==> config.mk <==
export PLATFORM = sky130hd
export DESIGN_NAME = i2c_txn_arbiter
export DESIGN_NICKNAME = d
export VERILOG_FILES = /design/src/rtl/i2c_txn_arbiter.sv
export SDC_FILE = /design/constraint.sdc
export NUM_CORES = 1
export LEC_CHECK = 0
export CORE_AREA = 5 5 130 132
export DETAILED_ROUTE_END_ITERATION = 6
export DIE_AREA = 0 0 135 137
export PLACE_DENSITY = 0.81
export SETUP_SLACK_MARGIN = 0.5
export SLEW_MARGIN = 15
export SYNTH_ARGS = -nofsm -noshare
export SYNTH_HDL_FRONTEND = slang
export SYNTH_SLANG_ARGS = --single-unit
==> constraint.sdc <==
create_clock -name clk_i -period 2.4 [get_ports clk_i]
set_input_delay 0.48 -clock clk_i [delete_from_list [all_inputs] [get_ports clk_i]]
set_output_delay 0.48 -clock clk_i [all_outputs]
set_load 0.02 [all_outputs]
==> src/rtl/i2c_txn_arbiter.sv <==
// Round-robin arbiter that lends one byte-level I2C master to several requesters,
// sequencing address, data and stop phases and reporting status and read data.
module i2c_txn_arbiter #(
   parameter int unsigned REQ_NUM    = 4,
   parameter int unsigned DATA_WIDTH = 8,
   parameter int unsigned MAX_BYTES  = 4,
   parameter int unsigned TMO_WIDTH  = 16,
   parameter int unsigned LEN_W      = $clog2(MAX_BYTES + 1),
   parameter int unsigned ID_W       = $clog2(REQ_NUM)
) (
   input  logic                            clk_i,
   input  logic                            a_rst_n_i,
   input  logic [REQ_NUM-1:0]              req_valid_i,
   output logic [REQ_NUM-1:0]              req_ready_o,
   input  logic [REQ_NUM*7-1:0]            req_addr_i,
   input  logic [REQ_NUM-1:0]              req_dir_i,
   input  logic [REQ_NUM*LEN_W-1:0]        req_len_i,
   input  logic [REQ_NUM*MAX_BYTES*DATA_WIDTH-1:0] req_wdata_i,
   input  logic [TMO_WIDTH-1:0]            tmo_i,
   output logic                            rsp_valid_o,
   output logic [ID_W-1:0]                 rsp_id_o,
   output logic [1:0]                      rsp_status_o,
   output logic [MAX_BYTES*DATA_WIDTH-1:0] rsp_rdata_o,
   output logic                            m_en_o,
   output logic [6:0]                      m_addr_o,
   output logic                            m_dir_o,
   output logic [DATA_WIDTH-1:0]           m_data_o,
   output logic                            m_write_o,
   output logic                            m_stop_o,
   input  logic                            m_phase_done_i,
   input  logic                            m_ack_i,
   input  logic [DATA_WIDTH-1:0]           m_rdata_i,
   input  logic                            m_idle_i
);

   localparam int unsigned PAY_W = MAX_BYTES * DATA_WIDTH;

   localparam logic [2:0] S_IDLE  = 3'd0;
   localparam logic [2:0] S_START = 3'd1;
   localparam logic [2:0] S_ADDR  = 3'd2;
   localparam logic [2:0] S_XFER  = 3'd3;
   localparam logic [2:0] S_STOP  = 3'd4;
   localparam logic [2:0] S_RESP  = 3'd5;

   localparam logic [1:0] ST_OK   = 2'b00;
   localparam logic [1:0] ST_ANAK = 2'b01;
   localparam logic [1:0] ST_DNAK = 2'b10;
   localparam logic [1:0] ST_TMO  = 2'b11;

   logic [2:0]           r_state, w_state_d;
   logic [ID_W-1:0]      r_rr_ptr, r_id;
   logic [REQ_NUM-1:0]   r_ready;
   logic [6:0]           r_addr;
   logic                 r_dir, r_en;
   logic [LEN_W-1:0]     r_len, r_byte_cnt;
   logic [PAY_W-1:0]     r_wdata, r_rdata;
   logic [1:0]           r_status, r_rsp_status;
   logic                 r_rsp_valid;
   logic [ID_W-1:0]      r_rsp_id;
   logic [TMO_WIDTH-1:0] r_tmo_cnt;

   logic                 w_any;
   logic [ID_W-1:0]      w_gnt, w_gnt_nxt;
   logic [ID_W:0]        w_sum;
   logic [LEN_W-1:0]     w_len_raw;
   logic                 w_cnt_state, w_tmo_hit, w_tmo_exit, w_last;

   // First valid requester at or after rr_ptr, wrapping around.
   always_comb begin
      w_any = 1'b0;
      w_gnt = '0;
      w_sum = '0;
      for (int i = 0; i < int'(REQ_NUM); i++) begin
         w_sum = {1'b0, r_rr_ptr} + (ID_W+1)'(i);
         if (w_sum >= (ID_W+1)'(REQ_NUM)) w_sum = w_sum - (ID_W+1)'(REQ_NUM);
         if (!w_any && req_valid_i[w_sum[ID_W-1:0]]) begin
            w_any = 1'b1;
            w_gnt = w_sum[ID_W-1:0];
         end
      end
   end

   assign w_gnt_nxt   = (w_gnt == ID_W'(REQ_NUM - 1)) ? '0 : w_gnt + ID_W'(1);
   assign w_len_raw   = req_len_i[LEN_W*w_gnt +: LEN_W];
   assign w_cnt_state = (r_state == S_START) || (r_state == S_ADDR) ||
                        (r_state == S_XFER)  || (r_state == S_STOP);
   // A phase completion in the same cycle beats the timeout.
   assign w_tmo_hit   = w_cnt_state && (tmo_i != '0) && (r_tmo_cnt == tmo_i) &&
                        !m_phase_done_i;
   assign w_last      = (r_byte_cnt == r_len - LEN_W'(1));

   always_comb begin
      w_state_d  = r_state;
      w_tmo_exit = 1'b0;
      case (r_state)
         S_IDLE:  if (w_any) w_state_d = S_START;
         S_START: w_state_d = S_ADDR;
         S_ADDR: begin
            if (m_phase_done_i) w_state_d = (!m_ack_i || r_len == '0) ? S_STOP : S_XFER;
         end
         S_XFER: begin
            if (m_phase_done_i && ((!r_dir && !m_ack_i) || w_last)) w_state_d = S_STOP;
         end
         S_STOP:  if (m_idle_i) w_state_d = S_RESP;
         S_RESP:  w_state_d = S_IDLE;
         default: w_state_d = S_IDLE;
      endcase
      if (w_tmo_hit && !(r_state == S_STOP && m_idle_i)) begin
         w_state_d  = S_RESP;
         w_tmo_exit = 1'b1;
      end
   end

   always_ff @(posedge clk_i or negedge a_rst_n_i) begin
      if (!a_rst_n_i) begin
         r_state      <= S_IDLE;
         r_rr_ptr     <= '0;
         r_id         <= '0;
         r_ready      <= '0;
         r_addr       <= '0;
         r_dir        <= 1'b0;
         r_en         <= 1'b0;
         r_len        <= '0;
         r_byte_cnt   <= '0;
         r_wdata      <= '0;
         r_rdata      <= '0;
         r_status     <= ST_OK;
         r_rsp_status <= ST_OK;
         r_rsp_valid  <= 1'b0;
         r_rsp_id     <= '0;
         r_tmo_cnt    <= '0;
      end else begin
         r_state     <= w_state_d;
         r_ready     <= '0;
         r_rsp_valid <= 1'b0;

         if (w_state_d != r_state || m_phase_done_i) r_tmo_cnt <= '0;
         else if (w_cnt_state)                        r_tmo_cnt <= r_tmo_cnt + TMO_WIDTH'(1);

         case (r_state)
            S_IDLE: begin
               if (w_any) begin
                  r_ready    <= REQ_NUM'(1) << w_gnt;
                  r_id       <= w_gnt;
                  r_rr_ptr   <= w_gnt_nxt;
                  r_addr     <= req_addr_i[7*w_gnt +: 7];
                  r_dir      <= req_dir_i[w_gnt];
                  r_len      <= (w_len_raw > LEN_W'(MAX_BYTES)) ? LEN_W'(MAX_BYTES) : w_len_raw;
                  r_wdata    <= req_wdata_i[PAY_W*w_gnt +: PAY_W];
                  r_rdata    <= '0;
                  r_byte_cnt <= '0;
                  r_status   <= ST_OK;
                  r_en       <= 1'b1;
               end
            end
            S_ADDR: begin
               if (m_phase_done_i && !m_ack_i) r_status <= ST_ANAK;
            end
            S_XFER: begin
               if (m_phase_done_i) begin
                  if (r_dir) r_rdata[DATA_WIDTH*r_byte_cnt +: DATA_WIDTH] <= m_rdata_i;
                  if (!r_dir && !m_ack_i) r_status <= ST_DNAK;
                  else                    r_byte_cnt <= r_byte_cnt + LEN_W'(1);
               end
            end
            default: ;
         endcase

         if (w_state_d == S_RESP) begin
            r_en         <= 1'b0;
            r_rsp_valid  <= 1'b1;
            r_rsp_id     <= r_id;
            r_rsp_status <= w_tmo_exit ? ST_TMO : r_status;
         end
      end
   end

   always_comb begin
      m_data_o  = '0;
      m_stop_o  = 1'b0;
      m_write_o = 1'b0;
      if (r_state == S_XFER) begin
         m_data_o  = r_wdata[DATA_WIDTH*r_byte_cnt +: DATA_WIDTH];
         m_stop_o  = w_last;
         m_write_o = !w_last;
      end else if (r_state == S_STOP) begin
         m_stop_o  = 1'b1;
      end
   end

   assign req_ready_o  = r_ready;
   assign rsp_valid_o  = r_rsp_valid;
   assign rsp_id_o     = r_rsp_id;
   assign rsp_status_o = r_rsp_status;
   assign rsp_rdata_o  = r_rdata;
   assign m_en_o       = r_en;
   assign m_addr_o     = r_addr;
   assign m_dir_o      = r_dir;

endmodule

==> results.ini <==
[finish]
num-fill-cells = 565
final_cells = 1381
multiInputGateArea_sq_mm = 0.005147
fin_nets = 1369
layout-drive-gt1-share_pct = 37.87
regArea_sq_mm = 0.002831
area_growth_pct = 101.6

[logic_synthesis]
yosysSeqAreaShare_pct = 41.23
synth_area_sq_mm = 0.006859
yosysWarnings = 0
synth_nets = 965
synthFlopType = dfrtp_1
synthArstFlopShare_pct = 100.0
yosys.area.top_type = dfrtp_1
synth-edff-count = 0
syn_inst = 747
yosys-top-cells-count = nand2_1, dfrtp_1, and3_1, a211oi_1, a21o_1
syn_area_per_cell_sq_um = 9.182
synth_seq_cells = 113
synth_top_cell_area_share_pct = 41.23
ys_top_cells_by_area = dfrtp_1, nand2_1, a311oi_1, and3_1, a211oi_1
yosysMostFrequentCell = nand2_1
synth_cell_types = 55

[critical_path]
path_common_cell = buf_4
cpPeakStageDelay_ns = 0.40
worstRegToRegCells = 11
cp.arrival_ns = 1.95
critPathBufInv = 3
critical_path.cell_chain = inv_2 -> ha_1 -> xor3_1 -> nor3_2 -> buf_4 -> nor2_1 -> buf_4
endpoint_kind = output pin
required_ns = 1.92
crit_fanout = 3
worst_setup_path_start_kind = flop
worst-setup-path-type = reg2out
cpLargestDelayFamily = buffers and inverters
crit_slowest_cell = dfrtp_1
cp.depth = 7

[floorplanning]
rows = 46
dieArea_sq_mm = 0.01850
die_x_microns = 135
die_h_microns = 137
io_pins = 265
initial_core_util_pct = 43.98
core_sq_mm = 0.01560

[hold_path]
hp-class = in2async

[timing]
max_freq_mhz = 411.0
min_period_ns = 2.433
tightestPinTransition_ns = 0.5859
fin_crit_sh_pct = 101.4
fin_skew_ns = 0.01333
grt_setup_unrepaired = yes
drv_slew = 0
hold_violations = 0
setup_violations = 18
fin_ws_ns = -0.03333
whs_ns = 0.06413
slew_headroom_pct = 60.94

[run]
maxCapViolCount = 0

[clock_tree]
cts_tree = done
clock_latency_ns = 0.43
clockBufferDepth = 2
path_clk_slew_ns = 0.06
cts_sinks = 113
cts_buffers = 17
cts_root_buffer = clkbuf_16
h-tree-depth = 4

[status]
violations = setup timing
status = finished, violations left

[global_routing]
grt_usage_pct = 33.63
grt_pass1_vias = 8636
grt.overflow.total = 0
grt_pass1_wl_mm = 47.49
grt_antenna_before_repair = 4
grt_max_degree = 44

[power_and_ir_drop]
finalPower_mw = 16.07
powerDensity_mw_per_mm2 = 1162
ir_drop_mv = 0.8200
power_leakage_nw = 5.881

[detailed_routing]
viasPerCell = 6.621
drcViolationCount = 0
drtIter0Drc = 838
dr.pass1.iters = 5
ant_nets = 0
drt_wl_total_mm = 41.03
routedWlPerCell_microns = 29.71
num_vias = 9143

[placed_design]
dp_hpwl_mm = 18.26
io_buffers = 264
dp_cells = 1265
dp_slack_ns = -0.3495
place_congestion = 0.9053

-- final timing paths --
kind,slack (ns),from,endpoint
max reg2reg,-0.03,r_len[1],r_tmo_cnt[2]
min reg2reg,0.47,rsp_rdata_o[22],rsp_rdata_o[22]
min in group clk_i,0.47,rsp_rdata_o[22],rsp_rdata_o[22]
max in group asynchronous,1.68,a_rst_n_i,rsp_rdata_o[1]
max,-0.03,r_len[1],m_write_o
min,0.06,a_rst_n_i,r_tmo_cnt[14]
-- metrics by stage --
stage | TNS [ns] | instance area (sq um) | util, %
detailed placement | -12.96 | 10510 | 67.38
global route | -2.153 | 13830 | 88.66
global placement | -10.33 | 10510 | 67.38
finish | -0.2453 | 13830 | 88.66
floorplan | 0 | 6990 | -
CTS | 0 | 12640 | 81.04
-- report_power, final --
part           total [mW]  switching, mW  internal [mW]
Clock                2.44          0.944           1.49
Sequential           3.05          0.563           2.49
Combinational        10.6           5.37           5.21
Total                16.1           6.87           9.19
-- state kept, by name, indices dropped and copies added (netlist names) --
| name | flops |
|---|---|
| m_dir_o | 1 |
| m_en_o | 1 |
| r_byte_cnt | 3 |
| rsp_valid_o | 1 |
| m_addr_o | 7 |
| r_state | 3 |
| rsp_rdata_o | 32 |
| req_ready_o | 4 |
| r_rr_ptr | 2 |
| r_wdata | 32 |
| r_len | 3 |
| r_status | 2 |
| r_tmo_cnt | 16 |
| rsp_id_o | 2 |
| r_id | 2 |
| rsp_status_o | 2 |
-- layout by cell type (no fill, tap or decap), types with 7 or more instances in the layout --
master           netlist  layout
buf_4                  1      81
a211oi_2               0      14
ha_1                  13       8
nand2_2                0      19
and3_4                 0      29
and2_1                11       7
buf_16                 0      12
dlygate4sd2_1          0      19
nor3_1                12       7
nor4_1                24      18
a211oi_4               0      27
o31ai_2                0       7
and3_1                52      23
dfrtp_1              113     110
o31ai_4                0       7
a21o_1                41      41
xnor2_1               25      21
clkbuf_16              0      20
nand4_1                7       7
clkdlybuf4s50_1        0     233
nand2_4                0       9
a32o_1                 9       9
buf_8                  0      13
mux4_2                 8       8
xor2_1                10      10
buf_6                  1      52
buf_12                 0      32
a311oi_2               0      32
nor2_1                15      11
nand3_1               17      17
nand2_1              155     127
inv_1                 12       8
-- cells by family (layout without fill, tap and decap cells) --
group | after synthesis | after routing | synth area share (%)
flops | 113 | 113 | 41.23
buf+inv | 75 | 490 | 4.542
compound gates | 180 | 180 | 20.49
other cells | 0 | 3 | 0
xor+xnor | 36 | 36 | 4.816
fa+ha+maj | 13 | 13 | 2.371
mux | 20 | 20 | 4.651
simple gates | 310 | 310 | 21.91
-- routing by layer --
layer | GRT usage [%] | vias up | share of wire [%]
li1 | - | 3565 | -
met2 | 58.56 | 882 | 46
met3 | 8.162 | 317 | 11
met5 | 0 | - | 0.044
met1 | 37.23 | 4377 | 32
met4 | 20.38 | 2 | 10
-- timing repair --
action / CTS / global route
setup endpoints to repair: 119 / 138
cloned: 12 / 3
hold buffers: 0 / 0
buffers inserted: 46 / 22
pin swaps: 71 / 67
resized for setup: 256 / 192
-- final cells by class --
class,count,share of cell area (%)
timing repair buffer,446,35.76
sequential,113,20.48
inverter,14,0.5067
tap,216,1.954
clock buffer,22,3.429
antenna,3,0.05429
multi-input combinational,559,37.22
clock inverter,8,0.5972
Power figures use the tool's default switching activity.
